### src/rtl/qif_neuron_scheduler.sv
// Quadratic integrate-and-fire scheduler: one shared 8-bit update datapath swept over NUM_NEURONS state slots.
// Sweep latency 1 + NUM_NEURONS + 1 cycles unstalled; a pending unaccepted spike stalls the sweep in place.
module qif_neuron_scheduler #(
    parameter int                NUM_NEURONS = 4,
    parameter logic signed [7:0] V_TH        = 8'sd50,
    parameter logic signed [7:0] V_RESET     = -8'sd20,
    localparam int               IDX_W       = $clog2(NUM_NEURONS)
) (
    input  logic             clk,
    input  logic             rst_n,
    input  logic             start,
    output logic             busy,
    output logic             step_done,
    input  logic             syn_we,
    input  logic [IDX_W-1:0] syn_addr,
    input  logic [7:0]       syn_data,
    output logic             spike_valid,
    input  logic             spike_ready,
    output logic [IDX_W-1:0] spike_id,
    input  logic [IDX_W-1:0] v_rd_addr,
    output logic [7:0]       v_rd_data
);

    typedef enum logic [1:0] {IDLE = 2'd0, SWEEP = 2'd1, DONE = 2'd2} state_t;

    localparam logic [IDX_W-1:0] LAST_IDX = IDX_W'(NUM_NEURONS - 1);

    state_t            state_q, state_d;
    logic [IDX_W-1:0]  idx_q, idx_d;
    logic signed [7:0] v_q [NUM_NEURONS];
    logic signed [7:0] v_d [NUM_NEURONS];
    logic signed [7:0] i_q [NUM_NEURONS];
    logic signed [7:0] i_d [NUM_NEURONS];
    logic              busy_q, busy_d;
    logic              step_done_q, step_done_d;
    logic              spike_valid_q, spike_valid_d;
    logic [IDX_W-1:0]  spike_id_q, spike_id_d;

    logic              slot_free, commit, fire, syn_addr_ok, rd_addr_ok;
    logic signed [7:0]  v_cur, i_cur;
    logic signed [15:0] v_ext, i_ext, v_div8, i_div4, upd_sum;

    assign syn_addr_ok = int'(syn_addr) < NUM_NEURONS;
    assign rd_addr_ok  = int'(v_rd_addr) < NUM_NEURONS;

    always_comb begin
        v_cur   = v_q[idx_q];
        i_cur   = i_q[idx_q];
        v_ext   = {{8{v_cur[7]}}, v_cur};
        i_ext   = {{8{i_cur[7]}}, i_cur};
        // Signed division truncates toward zero, which is the intended rounding.
        v_div8  = v_ext / 16'sd8;
        i_div4  = i_ext / 16'sd4;
        upd_sum = v_ext + i_div4 + v_div8 * v_div8;
        fire    = v_cur >= V_TH;

        slot_free = !spike_valid_q || spike_ready;
        commit    = (state_q == SWEEP) && slot_free;

        state_d       = state_q;
        idx_d         = idx_q;
        v_d           = v_q;
        i_d           = i_q;
        spike_valid_d = spike_valid_q;
        spike_id_d    = spike_id_q;

        if (spike_valid_q && spike_ready) begin
            spike_valid_d = 1'b0;
        end

        // A new spike loading on the accept cycle overrides the clear, giving back-to-back events.
        if (commit) begin
            if (fire) begin
                v_d[idx_q]    = V_RESET;
                spike_valid_d = 1'b1;
                spike_id_d    = idx_q;
            end else begin
                v_d[idx_q] = upd_sum[7:0];
            end
        end

        if (syn_we && syn_addr_ok) begin
            i_d[syn_addr] = syn_data;
        end

        case (state_q)
            IDLE: begin
                if (start) begin
                    state_d = SWEEP;
                end
            end
            SWEEP: begin
                if (commit) begin
                    if (idx_q == LAST_IDX) begin
                        state_d = DONE;
                        idx_d   = '0;
                    end else begin
                        idx_d = idx_q + 1'b1;
                    end
                end
            end
            DONE:    state_d = IDLE;
            default: state_d = IDLE;
        endcase

        busy_d      = state_d != IDLE;
        step_done_d = state_d == DONE;
    end

    always_ff @(posedge clk) begin
        if (!rst_n) begin
            state_q       <= IDLE;
            idx_q         <= '0;
            busy_q        <= 1'b0;
            step_done_q   <= 1'b0;
            spike_valid_q <= 1'b0;
            spike_id_q    <= '0;
            for (int n = 0; n < NUM_NEURONS; n++) begin
                v_q[n] <= '0;
                i_q[n] <= '0;
            end
        end else begin
            state_q       <= state_d;
            idx_q         <= idx_d;
            busy_q        <= busy_d;
            step_done_q   <= step_done_d;
            spike_valid_q <= spike_valid_d;
            spike_id_q    <= spike_id_d;
            v_q           <= v_d;
            i_q           <= i_d;
        end
    end

    assign busy        = busy_q;
    assign step_done   = step_done_q;
    assign spike_valid = spike_valid_q;
    assign spike_id    = spike_id_q;
    assign v_rd_data   = rd_addr_ok ? v_q[v_rd_addr] : 8'h00;

endmodule
### config.mk
export PLATFORM = sky130hd
export DESIGN_NAME = qif_neuron_scheduler
export DESIGN_NICKNAME = d
export VERILOG_FILES = /design/src/rtl/qif_neuron_scheduler.sv
export SDC_FILE = /design/constraint.sdc
export NUM_CORES = 1
export LEC_CHECK = 0
export BUFFER_PORTS_ARGS = -buffer_cell sky130_fd_sc_hd__buf_2
export CORE_ASPECT_RATIO = 0.6
export CORE_MARGIN = 8
export CORE_UTILIZATION = 40
export DETAILED_ROUTE_END_ITERATION = 10
export MAX_ROUTING_LAYER = met4
export PLACE_DENSITY = 0.62
export SLEW_MARGIN = 20
export SYNTH_ARGS = -nofsm -noshare
export SYNTH_HDL_FRONTEND = slang
export SYNTH_SLANG_ARGS = --single-unit
### constraint.sdc
create_clock -name clk -period 5.7 [get_ports clk]
set_clock_uncertainty 0.05 [all_clocks]
set_input_delay 1.71 -clock clk [delete_from_list [all_inputs] [get_ports clk]]
set_output_delay 1.71 -clock clk [all_outputs]
set_load 0.005 [all_outputs]
Word level (Yosys, flattened, before mapping):

Cells that the tools add are included.

* equal/unequal tests: 3
* order comparisons: 6
* reductions and logical operators: 12
* add/sub/neg operators: 5
* muxes and demuxes: 24
* bitwise logic cells: 8
* multipliers: 1

Operators with widths (count)
* $bwmux 32: 2
* $mux 8: 8
* $bmux 8 s2: 3
* $demux 8 s2: 2
* $mux 32: 1
* $or 20x20->20: 1
* $add 16x1->16: 1
* $add 8x8->8: 2
* $mul 16x16->8: 1
* $and 12x12->12: 1
* $not 12->12: 1
* $ge 3x3->1 const B: 3
* $not 2->3: 3
* $add 8x1->8: 1
* $ge 8x7->1 const B: 1
* $mux 2: 4
* $lt 3x1->1 const B: 2
* $eq 2x2->1 const B: 2
* $logic_and 1x1->1: 4
* $pmux 2 s2: 1
* $reduce_and 2->1: 2
* $mux 1: 3
* $reduce_or 3->1: 1
* $add 2x1->2 const B: 1
* 7 further kinds: 8

* output and inout port bits: 13
* bits in registers: 73
* input bits: 17
* logic and storage cells: 73

Depth between registers and ports, before layout:

* depth after elaboration: 11
* gate-level depth with buffers: 24
* mapped depth without buffers: 23

Worst setup path after synthesis:

OpenSTA, ideal clock, no wires.

* kind: register to register
* start: register idx_q[0]
* end: register v_q[7] in the netlist's numbering
* required time: 5580 ps
* library setup time: 70 ps
* period minus slack after synthesis: 6172 ps
* buffers on the path: 1
* setup slack: -472 ps
* cell stages (with the launch flop): 25
* arrival: 6052 ps
* cell sequence: dfxtp_1 > buf_6 > mux4_2 > o31a_2 > ha_1 > xnor2_1 > nor2_1 > and2_1 > inv_1 > fa_1 > inv_1 > fa_1 > ha_1 > fa_1 > inv_1 > fa_1 > inv_1 > ha_1 > o21a_1 > nor2_1 > a21oi_1 > xnor2_1 > xor2_1 > o211ai_1 > a21boi_1

* cells in the longest elaborated chain, start to end: 11
* elaborated cells on any way between the ends: 25
* classes of those cells: 4 x add/sub; 1 x mul; 3 x order compare; 10 x mux; 4 x bitwise; 3 x reduce/logical

RTL lines
* start: declaration: line 29 `logic [IDX_W-1:0] idx_q, idx_d;`
* start signal: assignment: line 124 `idx_q <= idx_d;`
* $not 2->3 (implied by the code) (*)
* $bmux 8 s2, on equally long branches: line 47, 48
* $mux 8, on equally long branches (2 in series): line 47, 48
* $reduce_or 3->1 (no line) or $reduce_or 2->1 (tied branches)
* $and 1x1->1 (no line)
* $add 16x1->16 (no line) or $add 8x1->8 (tied branches)
* $mul 16x16->8 or $add 8x8->8 (tied branches): line 54 `upd_sum = v_ext + i_div4 + v_div8 * v_div8;`
* $add 8x8->8: line 54
* $bwmux 32: line 78 `v_d[idx_q] = upd_sum[7:0];`
* $mux 32 (*): line 73 `if (fire) begin`
* end signal: assignment: line 129 `v_q <= v_d;`
* end: declaration: line 30 `logic signed [7:0] v_q [NUM_NEURONS];`

Every way passes the cells marked *; elsewhere a longest branch is shown, timed or not. The select of a mux whose other input is x is not followed.
A chain may end at the register's enable or synchronous reset.

Worst setup path after layout:

Same ends and word-level chain as after synthesis.

==> summary.txt <==
Worst setup path
  • Cell mode on critical path: fa_1
  • CP Capture Type: flop
  • Worst endpoint required time: 5.91 ns
  • CP max-delay cell: mux4_2
  • Crit-path max cell delay: 0.56 ns
  • Reg2Reg Setup Slack: -0.11 ns
  • Cell Chain, Critical Path: mux4_2 > o31a_4 > ha_4 > nand2_4 > a31oi_4 > buf_6 > fa_1 > inv_1 > fa_1 > inv_1 > fa_1 > fa_1 > fa_2 > ha_4 > o21a_1 > nor2_2 > a21oi_2 > xnor2_2 > xor2_1 > o211ai_1 > a21boi_1
  • R2r endpoint: v_q[7]
  • Reg2reg path depth: 21
  • Critical path peak fanout: 6
  • Worst R2R Start: idx_q[0]
  • Arr. time, crit path: 6.02 ns
  • Kind of critical path: reg -> reg
  • Worst setup SP type: flop

Timing
  • Endpoints failing hold: 0
  • Worst Max-Slew Pin Slew: 0.8127 ns
  • RSZ-0062 raised after global routing: true
  • Final Setup Violations: 4
  • Fin. max-slew vios: 0
  • Slew HR: 45.62%
  • WHS: 0.3790 ns
  • Min Tclk post-route: 5.812 ns
  • Setup TNS Final: -0.2867 ns
  • Fin worst setup slack: -0.1119 ns
  • Crit share post-route: 102.0%
  • Highest Clock Rate: 0.1721 GHz

Yosys
  • Asr flop ratio synth: 0%
  • Register area share after synthesis: 31.67%
  • Main synth FF type: dfxtp_1
  • Yosys reg bits: 73
  • Synth Warn #: 0
  • Synth area leader: dfxtp_1
  • Syn_nets: 519
  • Most frequent cell after synthesis: dfxtp_1
  • Library cells used by synthesis: 43
  • Share of the synthesized area in the top cell type: 31.67%
  • Synth cell count leaders: 73 x dfxtp_1, 48 x nand2_1, 40 x inv_1, 38 x nor2b_1, 34 x mux2i_1
  • Syn avg cell area: 10.28 um^2
  • Area contributors post-synth: dfxtp_1 32%, mux4_2 9.3%, ha_1 8.9%
  • Post-synthesis cell count: 449
  • Post-synth EDFFs: 0
  • Synthesized cell area: 4614 um^2

Die
  • Row cnt: 30
  • Top Ports: 30
  • Starting Density: 40.98%
  • Core ar.: 11260 um^2
  • Die X: 154.7 um
  • Die area: 15340 um^2
  • Die height: 99.20 um

Power
  • Clock power share: 41.5%
  • Leakage: 2.736 nW
  • Pwr/cell area: 266.9 nW/um^2
  • Total power draw: 1.518 mW
  • Gate power share: 22.8%
  • Cell Int Power: 1.090 mW
  • Sequential share of power: 35.8%
  • Switching Share: 28.17%
  • Peak VDD IR: 0.1600 mV
  • Psw: 0.4277 mW

Clocking
  • Clock Root Buffer: clkbuf_16
  • CTS tree: built
  • Longest Clk Path Bufs: 2
  • Clock latency on the worst-skew pair: 0.34 ns
  • Clock sink total: 73
  • Worst-path clk slew: 0.06 ns
  • Cts hold-fix bufs: 0
  • H-tree depth: 3
  • Num CTS Buffers: 9

Final layout
  • Final Cell Area: 5688 um^2
  • Footprint of the multi-input gates: 3127 um^2
  • Non-Filler Instances: 653
  • Seq. cell area: 1465 um^2
  • Diodes inserted: 0
  • P&R area growth vs syn: 23.26%
  • Nets: 574
  • Final core occ: 50.51%
  • Share of layout cells above drive strength 1: 28.68%
  • Fillers: 1029

Placement
  • Pre-CTS WS: -0.2278 ns
  • Placed insts: 636
  • Placer Congestion: 0.8619
  • Buffers on Ports: 29
  • DP HPWL: 8.214 mm
  • Placement-stage cell area: 5207 um^2

GRT
  • Largest net degree at the start of global routing: 76
  • Number of global-route vias before repair: 3509
  • Met2 Use GR: 21.62%
  • GRT busiest layer: met1
  • Global Route met3 Usage: 4.113%
  • Remaining Overflow, GRT: 0
  • Total track usage: 15.52%
  • Antenna violations before repair: 0
  • First-pass GRT wire length: 18.28 mm
  • Met1 usage: 22.03%

Route
  • Post-Route WL: 10.69 mm
  • Total number of vias: 3303
  • Antenna Nets Post-Route: 0
  • Drt initial violations: 234
  • DR vias/cell: 5.058
  • DR DRC count: 0
  • WL/cell: 16.38 um
  • TritonRoute pass-1 iters: 4

Status
  • Status: finished, violations left
  • Violated checks: setup timing

Worst hold path
  • Hold EP: busy
  • Hold_sp: state_q[1]
  • Worst Hold Class: reg -> reg
  • Hold Path Cell Cnt: 1

Job
  • Number of max-cap violations: 0
## routing by layer
layer,up-vias,wire (um)
li1,1639,-
met1,1601,5629
met2,56,4464
met3,7,528
met4,0,70
met5,-,0
## cell usage in the layout, fill, tap and decap left out, types with 4 or more instances in the layout
| cell | count |
|---|---|
| a21boi_0 | 7 |
| a21oi_2 | 4 |
| and2_1 | 14 |
| buf_2 | 28 |
| buf_4 | 37 |
| clkbuf_16 | 9 |
| dfxtp_1 | 72 |
| fa_1 | 17 |
| ha_1 | 28 |
| ha_4 | 5 |
| inv_1 | 36 |
| inv_2 | 4 |
| mux2i_1 | 34 |
| mux4_2 | 21 |
| nand2_1 | 44 |
| nand3_1 | 9 |
| nor2_1 | 8 |
| nor2b_1 | 36 |
| o211a_1 | 16 |
| o21ai_1 | 8 |
| xnor2_1 | 7 |
| xnor2_2 | 4 |
## final cells by class
class / count / share of cell area [%]
repair buffers: 66 / 7.545
clock inverters: 6 / 1.716
clock buffers: 10 / 4.201
inverters: 40 / 2.640
flip-flops and latches: 73 / 25.76
multi-input cells: 314 / 54.97
well taps: 144 / 3.168
## state kept, by name (all words and copies together), names as in the netlist
register	count
spike_valid	1
state_q	2
busy	1
step_done	1
spike_id	2
v_q	32
i_q	32
idx_q	2
## critical path, delay by kind of cell (launching register included)
kind	cells	cell delay, ns
adders and majority gates	7	2.79
AOI/OAI and AO/OA	6	1.13
muxes	1	0.56
xor gates and xnor gates	2	0.42
DFF	1	0.39
buffers and inverters	3	0.29
and+or+nand+nor	2	0.10
## power groups by stage
stage	Sequential [mW]	Clock, mW	Combinational (mW)
2_1_floorplan	0.550	0	0.206
3_3_place_gp	0.553	0	0.302
3_5_place_dp	0.554	0	0.311
4_1_cts	0.543	0.641	0.326
5_1_grt	0.546	0.664	0.385
6_report	0.543	0.629	0.346
## how the worst max path moves through the flow
| stage | start | to | slack (ns) | cells past startpoint |
|---|---|---|---|---|
| floorplan | idx_q[0] | v_q[7] | -0.03 | 22 |
| global placement | idx_q[0] | v_q[7] | -0.1 | 23 |
| detailed placement | idx_q[0] | v_q[7] | -0.23 | 23 |
| CTS | idx_q[0] | v_q[7] | -0.14 | 21 |
| global route | idx_q[0] | v_q[7] | -0.33 | 21 |
| finish | idx_q[0] | v_q[7] | -0.11 | 21 |
## what timing repair did
| item | 4_1_cts | 5_1_grt |
|---|---|---|
| gates resized for setup | 13 | 18 |
| gates cloned | 0 | 0 |
| endpoints found under the setup margin | 16 | 16 |
| buffers inserted | 0 | 1 |
| pin swaps | 15 | 14 |
## cell families (layout without fill, tap and decap cells)
group | after synthesis | after routing | synth area share [%]
buf+inv | 62 | 122 | 5.233
xor+xnor | 15 | 15 | 3.308
fa+ha+maj | 53 | 53 | 17.62
mux | 56 | 56 | 18.36
flops | 73 | 73 | 31.67
compound gates | 52 | 52 | 8.460
simple gates | 138 | 138 | 15.35
(Power assumes the default switching activity.)
